File: config.mk
export PLATFORM = sky130hd
export DESIGN_NAME = adc_scan_sequencer
export DESIGN_NICKNAME = d
export VERILOG_FILES = /design/src/rtl/adc_scan_sequencer.sv
export SDC_FILE = /design/constraint.sdc
export NUM_CORES = 1
export LEC_CHECK = 0
export BUFFER_PORTS_ARGS = -buffer_cell sky130_fd_sc_hd__buf_2
export CAP_MARGIN = 20
export CORE_MARGIN = 3
export CORE_UTILIZATION = 35
export DETAILED_ROUTE_END_ITERATION = 8
export GPL_TIMING_DRIVEN = 1
export SYNTH_ARGS = -nofsm -noshare
export SYNTH_HDL_FRONTEND = slang
export SYNTH_SLANG_ARGS = --single-unit
File: constraint.sdc
create_clock -name clk -period 4.6 [get_ports clk]
set_input_delay 0.46 -clock clk [delete_from_list [all_inputs] [get_ports clk]]
set_output_delay 0.46 -clock clk [all_outputs]
set_load 0.05 [all_outputs]
File: src/rtl/adc_scan_sequencer.sv
// ---------------------------------------------------------------------------
// adc_scan_sequencer
//
// Walks the enabled channels of an 8-channel SPI ADC once per sample tick.
// For each enabled channel (ascending order) it issues a conversion request,
// waits for the result (or abandons it after TIMEOUT cycles), stores the
// result in a per-channel bank and announces it with a tagged strobe.
//
// Ports
//   clk, rst_n     : clock, synchronous active-low reset
//   enable         : scanning enabled; tick generator runs only while high
//   chan_mask      : bit i includes channel i in the scan (latched per tick)
//   sample_div     : tick period minus 1 in clk cycles
//   clr_flags      : one-cycle pulse clearing overrun / timeout_err
//   conv_start     : one-cycle conversion request to the SPI interface
//   conv_addr      : channel address, stable from conv_start to conv_done
//   conv_done      : one-cycle completion pulse, conv_data valid with it
//   conv_data      : 12-bit conversion result
//   sample_valid   : one-cycle strobe, result just stored
//   sample_chan    : channel of sample_data
//   sample_data    : result just stored
//   scan_done      : one-cycle pulse at the end of every scan
//   rd_addr        : result bank read address
//   rd_data        : result[rd_addr], one cycle latency
//   busy           : high while a scan is in progress
//   overrun        : sticky, a tick arrived while a scan was in progress
//   timeout_err    : sticky, a conversion was abandoned
// ---------------------------------------------------------------------------
module adc_scan_sequencer #(
  parameter int DIV_W   = 16,
  parameter int TIMEOUT = 64,
  parameter int NCH     = 8
) (
  input  logic             clk,
  input  logic             rst_n,
  input  logic             enable,
  input  logic [NCH-1:0]   chan_mask,
  input  logic [DIV_W-1:0] sample_div,
  input  logic             clr_flags,
  output logic             conv_start,
  output logic [2:0]       conv_addr,
  input  logic             conv_done,
  input  logic [11:0]      conv_data,
  output logic             sample_valid,
  output logic [2:0]       sample_chan,
  output logic [11:0]      sample_data,
  output logic             scan_done,
  input  logic [2:0]       rd_addr,
  output logic [11:0]      rd_data,
  output logic             busy,
  output logic             overrun,
  output logic             timeout_err
);

  localparam int TO_W = $clog2(TIMEOUT + 1);

  typedef enum logic [2:0] {
    S_IDLE,
    S_WAIT_TICK,
    S_FIND,
    S_START,
    S_WAIT_DONE,
    S_NEXT
  } state_t;

  state_t           state_reg;
  logic [NCH-1:0]   scan_mask_reg;
  logic [2:0]       ptr_reg;
  logic [TO_W-1:0]  to_cnt_reg;
  logic [DIV_W-1:0] tick_cnt_reg;
  logic             conv_start_reg;
  logic [2:0]       conv_addr_reg;
  logic             sample_valid_reg;
  logic [2:0]       sample_chan_reg;
  logic [11:0]      sample_data_reg;
  logic             scan_done_reg;
  logic             busy_reg;
  logic             overrun_reg;
  logic             timeout_err_reg;
  logic [11:0]      rd_data_reg;

  logic             tick;
  logic [NCH-1:0]   ge_mask;
  logic [NCH-1:0]   cand;
  logic             found;
  logic [2:0]       sel_ch;
  logic             store_en;
  logic [11:0]      bank_word [NCH];

  // -------------------------------------------------------------------------
  // Tick generator. The >= compare lets the counter recover at once if
  // sample_div is lowered below the current count.
  // -------------------------------------------------------------------------
  assign tick = enable && (tick_cnt_reg >= sample_div);

  always_ff @(posedge clk) begin
    if (!rst_n) begin
      tick_cnt_reg <= '0;
    end else if (!enable || tick) begin
      tick_cnt_reg <= '0;
    end else begin
      tick_cnt_reg <= tick_cnt_reg + 1'b1;
    end
  end

  // -------------------------------------------------------------------------
  // Next-channel finder: lowest set bit of the latched mask at or above ptr.
  // -------------------------------------------------------------------------
  assign ge_mask = {NCH{1'b1}} << ptr_reg;
  assign cand    = scan_mask_reg & ge_mask;

  always_comb begin
    found  = 1'b0;
    sel_ch = '0;
    // Descending walk so the lowest candidate is the last one written.
    for (int i = NCH - 1; i >= 0; i--) begin
      if (cand[i]) begin
        found  = 1'b1;
        sel_ch = 3'(i);
      end
    end
  end

  // -------------------------------------------------------------------------
  // Scan FSM with registered outputs.
  // -------------------------------------------------------------------------
  always_ff @(posedge clk) begin
    if (!rst_n) begin
      state_reg        <= S_IDLE;
      scan_mask_reg    <= '0;
      ptr_reg          <= '0;
      to_cnt_reg       <= '0;
      conv_start_reg   <= 1'b0;
      conv_addr_reg    <= '0;
      sample_valid_reg <= 1'b0;
      sample_chan_reg  <= '0;
      sample_data_reg  <= '0;
      scan_done_reg    <= 1'b0;
      busy_reg         <= 1'b0;
      overrun_reg      <= 1'b0;
      timeout_err_reg  <= 1'b0;
    end else begin
      conv_start_reg   <= 1'b0;
      sample_valid_reg <= 1'b0;
      scan_done_reg    <= 1'b0;

      // Clear first so that a set later in this block takes priority.
      if (clr_flags) begin
        overrun_reg     <= 1'b0;
        timeout_err_reg <= 1'b0;
      end

      if (tick && state_reg != S_IDLE && state_reg != S_WAIT_TICK) begin
        overrun_reg <= 1'b1;
      end

      case (state_reg)
        S_IDLE: begin
          if (enable) begin
            state_reg <= S_WAIT_TICK;
          end
        end

        S_WAIT_TICK: begin
          if (!enable) begin
            state_reg <= S_IDLE;
          end else if (tick) begin
            if (chan_mask == '0) begin
              scan_done_reg <= 1'b1;
            end else begin
              scan_mask_reg <= chan_mask;
              ptr_reg       <= '0;
              state_reg     <= S_FIND;
              busy_reg      <= 1'b1;
            end
          end
        end

        S_FIND: begin
          if (found) begin
            conv_addr_reg  <= sel_ch;
            conv_start_reg <= 1'b1;
            state_reg      <= S_START;
          end else begin
            scan_done_reg <= 1'b1;
            busy_reg      <= 1'b0;
            state_reg     <= enable ? S_WAIT_TICK : S_IDLE;
          end
        end

        S_START: begin
          to_cnt_reg <= '0;
          state_reg  <= S_WAIT_DONE;
        end

        S_WAIT_DONE: begin
          if (conv_done) begin
            sample_valid_reg <= 1'b1;
            sample_chan_reg  <= conv_addr_reg;
            sample_data_reg  <= conv_data;
            state_reg        <= S_NEXT;
          end else if (to_cnt_reg == TO_W'(TIMEOUT - 1)) begin
            timeout_err_reg <= 1'b1;
            state_reg       <= S_NEXT;
          end else begin
            to_cnt_reg <= to_cnt_reg + 1'b1;
          end
        end

        S_NEXT: begin
          if (conv_addr_reg == 3'd7 || !enable) begin
            scan_done_reg <= 1'b1;
            busy_reg      <= 1'b0;
            state_reg     <= enable ? S_WAIT_TICK : S_IDLE;
          end else begin
            ptr_reg   <= conv_addr_reg + 3'd1;
            state_reg <= S_FIND;
          end
        end

        default: begin
          busy_reg  <= 1'b0;
          state_reg <= S_IDLE;
        end
      endcase
    end
  end

  // -------------------------------------------------------------------------
  // Result bank: one register per channel so reset can clear every entry.
  // -------------------------------------------------------------------------
  assign store_en = (state_reg == S_WAIT_DONE) && conv_done;

  genvar gi;
  generate
    for (gi = 0; gi < NCH; gi++) begin : g_bank
      logic [11:0] value_reg;

      always_ff @(posedge clk) begin
        if (!rst_n) begin
          value_reg <= '0;
        end else if (store_en && conv_addr_reg == 3'(gi)) begin
          value_reg <= conv_data;
        end
      end

      assign bank_word[gi] = value_reg;
    end
  endgenerate

  always_ff @(posedge clk) begin
    if (!rst_n) begin
      rd_data_reg <= '0;
    end else begin
      rd_data_reg <= bank_word[rd_addr];
    end
  end

  assign conv_start   = conv_start_reg;
  assign conv_addr    = conv_addr_reg;
  assign sample_valid = sample_valid_reg;
  assign sample_chan  = sample_chan_reg;
  assign sample_data  = sample_data_reg;
  assign scan_done    = scan_done_reg;
  assign rd_data      = rd_data_reg;
  assign busy         = busy_reg;
  assign overrun      = overrun_reg;
  assign timeout_err  = timeout_err_reg;

endmodule

; After elaboration in Yosys (flattened, before gate mapping)
; Index checks and enable logic that the tools add are counted.
[totals]
output_inout_bits = 36
word_cells = 150
input_bits = 44
register_bits = 169
[classes]
mux = 57
n_lt_le_gt_ge = 2
n_eq_ne = 26
n_reduce_logical = 33
bitwise_logic = 5
shift = 1
add_sub_neg = 3
[ops]
columns = cell, count
row1 = 3-bit 2-to-1 mux, 18
row2 = 12-bit binary-select mux with 3-bit select, 1
row3 = 1-bit 2-to-1 mux, 27
row4 = 12-bit 2-to-1 mux, 2
row5 = "3-bit == test, second input constant", 6
row6 = "2-bit != test, second input constant", 9
row7 = 3-bit case mux with 6 select lines, 1
row8 = "16-bit by 1-bit adder with 16-bit output, second input constant", 1
row9 = 16-bit greater-or-equal comparator, 1
row10 = 7-bit 2-to-1 mux, 2
row11 = 7-bit case mux with 2 select lines, 1
row12 = "3-bit by 2-bit == test with 1-bit output, second input constant", 4
row13 = 1-bit logical AND, 12
row14 = "3-bit != test, second input constant", 3
row15 = 8-bit bitwise AND, 1
row16 = 8-bit zero test, 1
row17 = 2-bit AND reduction, 4
row18 = 4-bit AND reduction, 2
row19 = "8-bit by 3-bit left shift with 8-bit output, first input constant", 1
row20 = "7-bit by 1-bit adder with 7-bit output, second input constant", 1
row21 = "7-bit by 6-bit == test with 1-bit output, second input constant", 1
row22 = "3-bit by 1-bit == test with 1-bit output, second input constant", 2
row23 = 3-bit zero test, 2
row24 = 3-bit case mux with 2 select lines, 1
row25 = other kinds (17), 23

; Longest topological paths before layout
[logic_depth]
ltp_word = 12
mapped_depth = 8
mapped_depth_nobuf = 7

; Worst setup path before layout
; No wires, ideal clock.
[synth_path]
path_kind = input to register
start = in sample_div[0]
end = reg tick_cnt_reg[10]
stages = 7
setup_ns = 0.064
t_required_ns = 4.536
n_path_buf = 1
t_arrival_ns = 2.100
setup_slack_ns = 2.436
cell_sequence = ha_1 > nand2b_1 > a2111o_1 > a32oi_4 > nand4_2 > buf_2 > nor2_1
[synth_via]
elab_chain_len = 4
[synth_lines]
columns = element, line
row1 = "start, declared", 38  ; input logic [DIV_W-1:0] sample_div,
row2 = 16-bit greater-or-equal comparator, 94  ; assign tick = enable && (tick_cnt_reg >= sample_div);
row3 = 1-bit logical AND, 94
row4 = 1-bit logical OR, 99  ; end else if (!enable || tick) begin
row5 = 2-bit OR reduction (no source line), --
row6 = "end signal, assigned", 102  ; tick_cnt_reg <= tick_cnt_reg + 1'b1;
row7 = "end, declared", 70  ; logic [DIV_W-1:0] tick_cnt_reg;
; No other way between the ends.
; A chain may end at the register's enable or synchronous reset.

; Worst setup path after layout
[layout_path]
start = reg state_reg[2]
end = reg g_bank[5].value_reg[9]
[layout_via]
elab_chain_len = 3
[layout_lines]
columns = element, line
row1 = "start, declared", 66  ; state_t state_reg;
row2 = "start signal, assigned", 187  ; state_reg <= enable ? S_WAIT_TICK : S_IDLE;
row3 = "start signal, assigned", 214  ; state_reg <= enable ? S_WAIT_TICK : S_IDLE;
row4 = 3-bit == test, 232  ; assign store_en = (state_reg == S_WAIT_DONE) && conv_done;
row5 = 1-bit logical AND, 232
row6 = 1-bit logical AND, 242  ; end else if (store_en && conv_addr_reg == 3'(gi)) begin
row7 = "end signal, assigned", 243  ; value_reg <= conv_data;
row8 = "end, declared", 237  ; logic [11:0] value_reg;
; No other way between the ends.

==> summary.md <==
| Metric | Value |
|---|---|
| Via Count | `6373` |
| Met3 Resource Use GR | `3.58%` |
| Final Max Slew Viols | `0` |
| Worst slew pin tran | `1.06 ns` |
| Max VDD drop | `between 0.2 and 0.25 mV` |
| Switching share of power | `24.5%` |
| Unrepaired setup endpoints after global routing | `no` |
| Final Hold Slack | `approximately 0.28 ns` |
| Remaining DRCs | `0` |
| Die area | `about 24000 um2` |
| Initial core utilization | `around 36%` |
| ANT cells | `0` |
| GRT met1 Usage | `a little over a fifth` |
| Vias in the first global route | `6136` |
| Post_cts resized | `0` |
| CTS Root Cell | `clkbuf_16` |
| Number of synthesized flops with an enable pin | `0` |
| Reg clk slew, reported paths | `0.07 ns` |
| Post-Syn Area | `7750 um2` |
| Avg Vias per Cell | `5.14` |
| CP top delay family | `simple AND/OR/NAND/NOR gates` |
| P_leak | `3.18 nW` |
| Initial antenna violation count | `1` |
| Crit-path cells | `or3b_4, nor2_4, nand3_1, nand2_1, a21oi_1` |
| Sequential Power Share | `48.7%` |
| Req. time, crit path | `4.86 ns` |
| CTS tree | `done` |
| Gr usage total | `17.0%` |
| Post-layout min period | `2.71 ns` |
| Number of CTS-inserted buffers | `17` |
| Grt ovf | `0` |
| #FFs+latches synth | `169` |
| WS Path Type | `register to register` |
| Seq/Total Area, Yosys | `about 44%` |
| Clk pwr share | `45.8%` |
| Setup_tns | `0 ns` |
| Mean Syn Cell Area | `8.43 um2` |
| Outcome | `completed` |
| Max incr delay on CP | `between 0.6 and 0.7 ns` |
| Worst Path Arrival | `approximately 3 ns` |
| Hold buffer count at cts | `0` |
| Startpoint Class | `register` |
| Count leader, synth | `nand2_1` |
| Synth warn | `0` |
| Most frequent cells after synthesis | `nand2_1, dfxtp_1, a21oi_1` |
| Worst Path Buf+Inv | `0` |
| CTS Sinks | `169` |
| Worst slew margin | `between 20 and 30%` |
| Final setup vio count | `0` |
| Internal | `2.30 mW` |
| Layout cell share with drive strength beyond 1 | `between 15 and 20%` |
| Routed Wire Length | `roughly 20000 um` |
| Top-area cell type share of the netlist area | `43.7%` |
| Post-DP HPWL | `approximately 13000 um` |
| Yosys top cell by area | `dfxtp_1` |
| Final net count | `1019` |
| Post-DRT Antenna Nets | `0` |
| Die Width | `155 um` |
| DR WL/cell | `16.2 um` |
| I/O pins | `80` |
| Gr busiest metal | `met2` |
| IO Port Bufs | `79` |
| GR met2 Demand/Resource | `28.4%` |
| Max cap viols | `0` |
| Power Density | `345 nW/um2` |
| Setup crit end kind | `register` |
| Final hold violations | `0` |
| Synth async-reset ratio | `0%` |
| Reported net switching power | `746 uW` |
| Cell variety after synth | `57` |
| Worst hold path class | `primary input to register` |
| Primary FF master, synth | `dfxtp_1` |
| CP max-delay cell | `nand3_1` |
| Fmax | `369 MHz` |
| RD Place Congestion | `0.778` |
| Comb power frac | `5.5%` |
| 1st-iter DRT viols | `437` |
| Cells after Synth | `919` |
| Post-CTS Setup Bufs | `0` |
| DR pass1 iterations | `5` |
| Bufs on Longest Clock Path | `2` |
| CP max FO | `26` |
| Max reg flops | `96` |
| Setup Skew | `0.0106 ns` |
| Final worst-path cycle share | `58.9%` |
| Global-route wire length before repair | `~33000 um` |
| Die Span Y | `between 150 and 200 um` |
| Clock Latency Late Sink | `about 0.43 ns` |
| Syn nets | `987` |
| H-tree levels | `4` |
| Largest net degree at the start of global routing | `105` |
| Core Area | `21400 um2` |
| Main area contributors after synthesis | `dfxtp_1, nand2_1, a21oi_1` |
| Row Count | `53` |
| Area delta synth->final | `13.7%` |
worst min-delay path, stage by stage:
cell	delay (ns)
buf_2	0.10
nand2_1	0.05
mux2i_1	0.05
cells by family (layout without fill, tap and decap cells):
group	count (synthesis)	after routing	synth area share [%]
compound gates	175	175	13.1
xor+xnor	17	17	1.92
fa+ha+maj	24	24	3.88
buf+inv	101	146	5.13
flops	169	169	43.7
mux	48	48	10.1
simple gates	385	385	22.2
worst paths after layout:
kind | startpoint | endpoint | slack, ns | cells past startpoint
worst min register to register | g_bank[3].value_reg[8] | g_bank[3].value_reg[8] | 0.45 | 2
worst max-delay path | state_reg[2] | g_bank[5].value_reg[9] | 1.89 | 5
worst max register to register | state_reg[2] | g_bank[5].value_reg[9] | 1.89 | 5
worst min-delay path | chan_mask[3] | scan_mask_reg[3] | 0.28 | 3
metrics by stage:
step / total power, mW / std cells / instance area (um2) / util, % / worst slack, ns
global route: 3.14 / 1239 / 8810 / 41.3 / 1.67
CTS: 3.07 / 1239 / 8810 / 41.3 / 1.87
finish: 3.04 / 1239 / 8810 / 41.3 / 1.89
detailed placement: 1.68 / 1207 / 8250 / 38.6 / 1.96
floorplan: 1.63 / 919 / 7750 / - / 2.44
global placement: 1.68 / 1207 / 8250 / 38.6 / 1.99
cells in the final DEF (no fill, tap or decap), types with 3 or more instances in the layout:
cell         n
or3_1        3
nor3_1       8
nor2b_1      5
buf_4        4
xor2_1       9
and3_1       6
o21ai_1      3
a21oi_1    134
dfxtp_1    169
nor4_1       3
o21ai_0      9
nand3b_1     4
mux2i_1     24
clkinv_2     3
clkbuf_16   17
mux4_2      24
xnor2_1      8
nand2b_1     4
ha_1        24
nand2_1    206
inv_1       30
nand3_1     76
nor2_1      47
buf_2       79
nand4_1      8
a21o_1       3
routing by layer:
| layer | up-vias | share of wire [%] |
|---|---|---|
| li1 | 3219 | - |
| met1 | 2964 | 45 |
| met2 | 168 | 48 |
| met3 | 20 | 5.7 |
| met4 | 2 | 1.0 |
| met5 | - | 0.035 |
area by class of cell:
cell class	count	area, um2
well taps	275	344
flip-flops and latches	169	3380
repair buffers	83	425
multi-input cells	649	3980
clock buffers	20	447
clock inverters	12	118
fillers	2144	12500
inverters	31	119
power by group through the flow:
stage               registers, mW  clock network, mW  logic, mW
floorplan                    1.51                  0      0.120
global placement             1.51                  0      0.169
detailed placement           1.51                  0      0.168
CTS                          1.48               1.42      0.169
global route                 1.48               1.47      0.184
finish                       1.48               1.39      0.168
(Power assumes the default switching activity.)
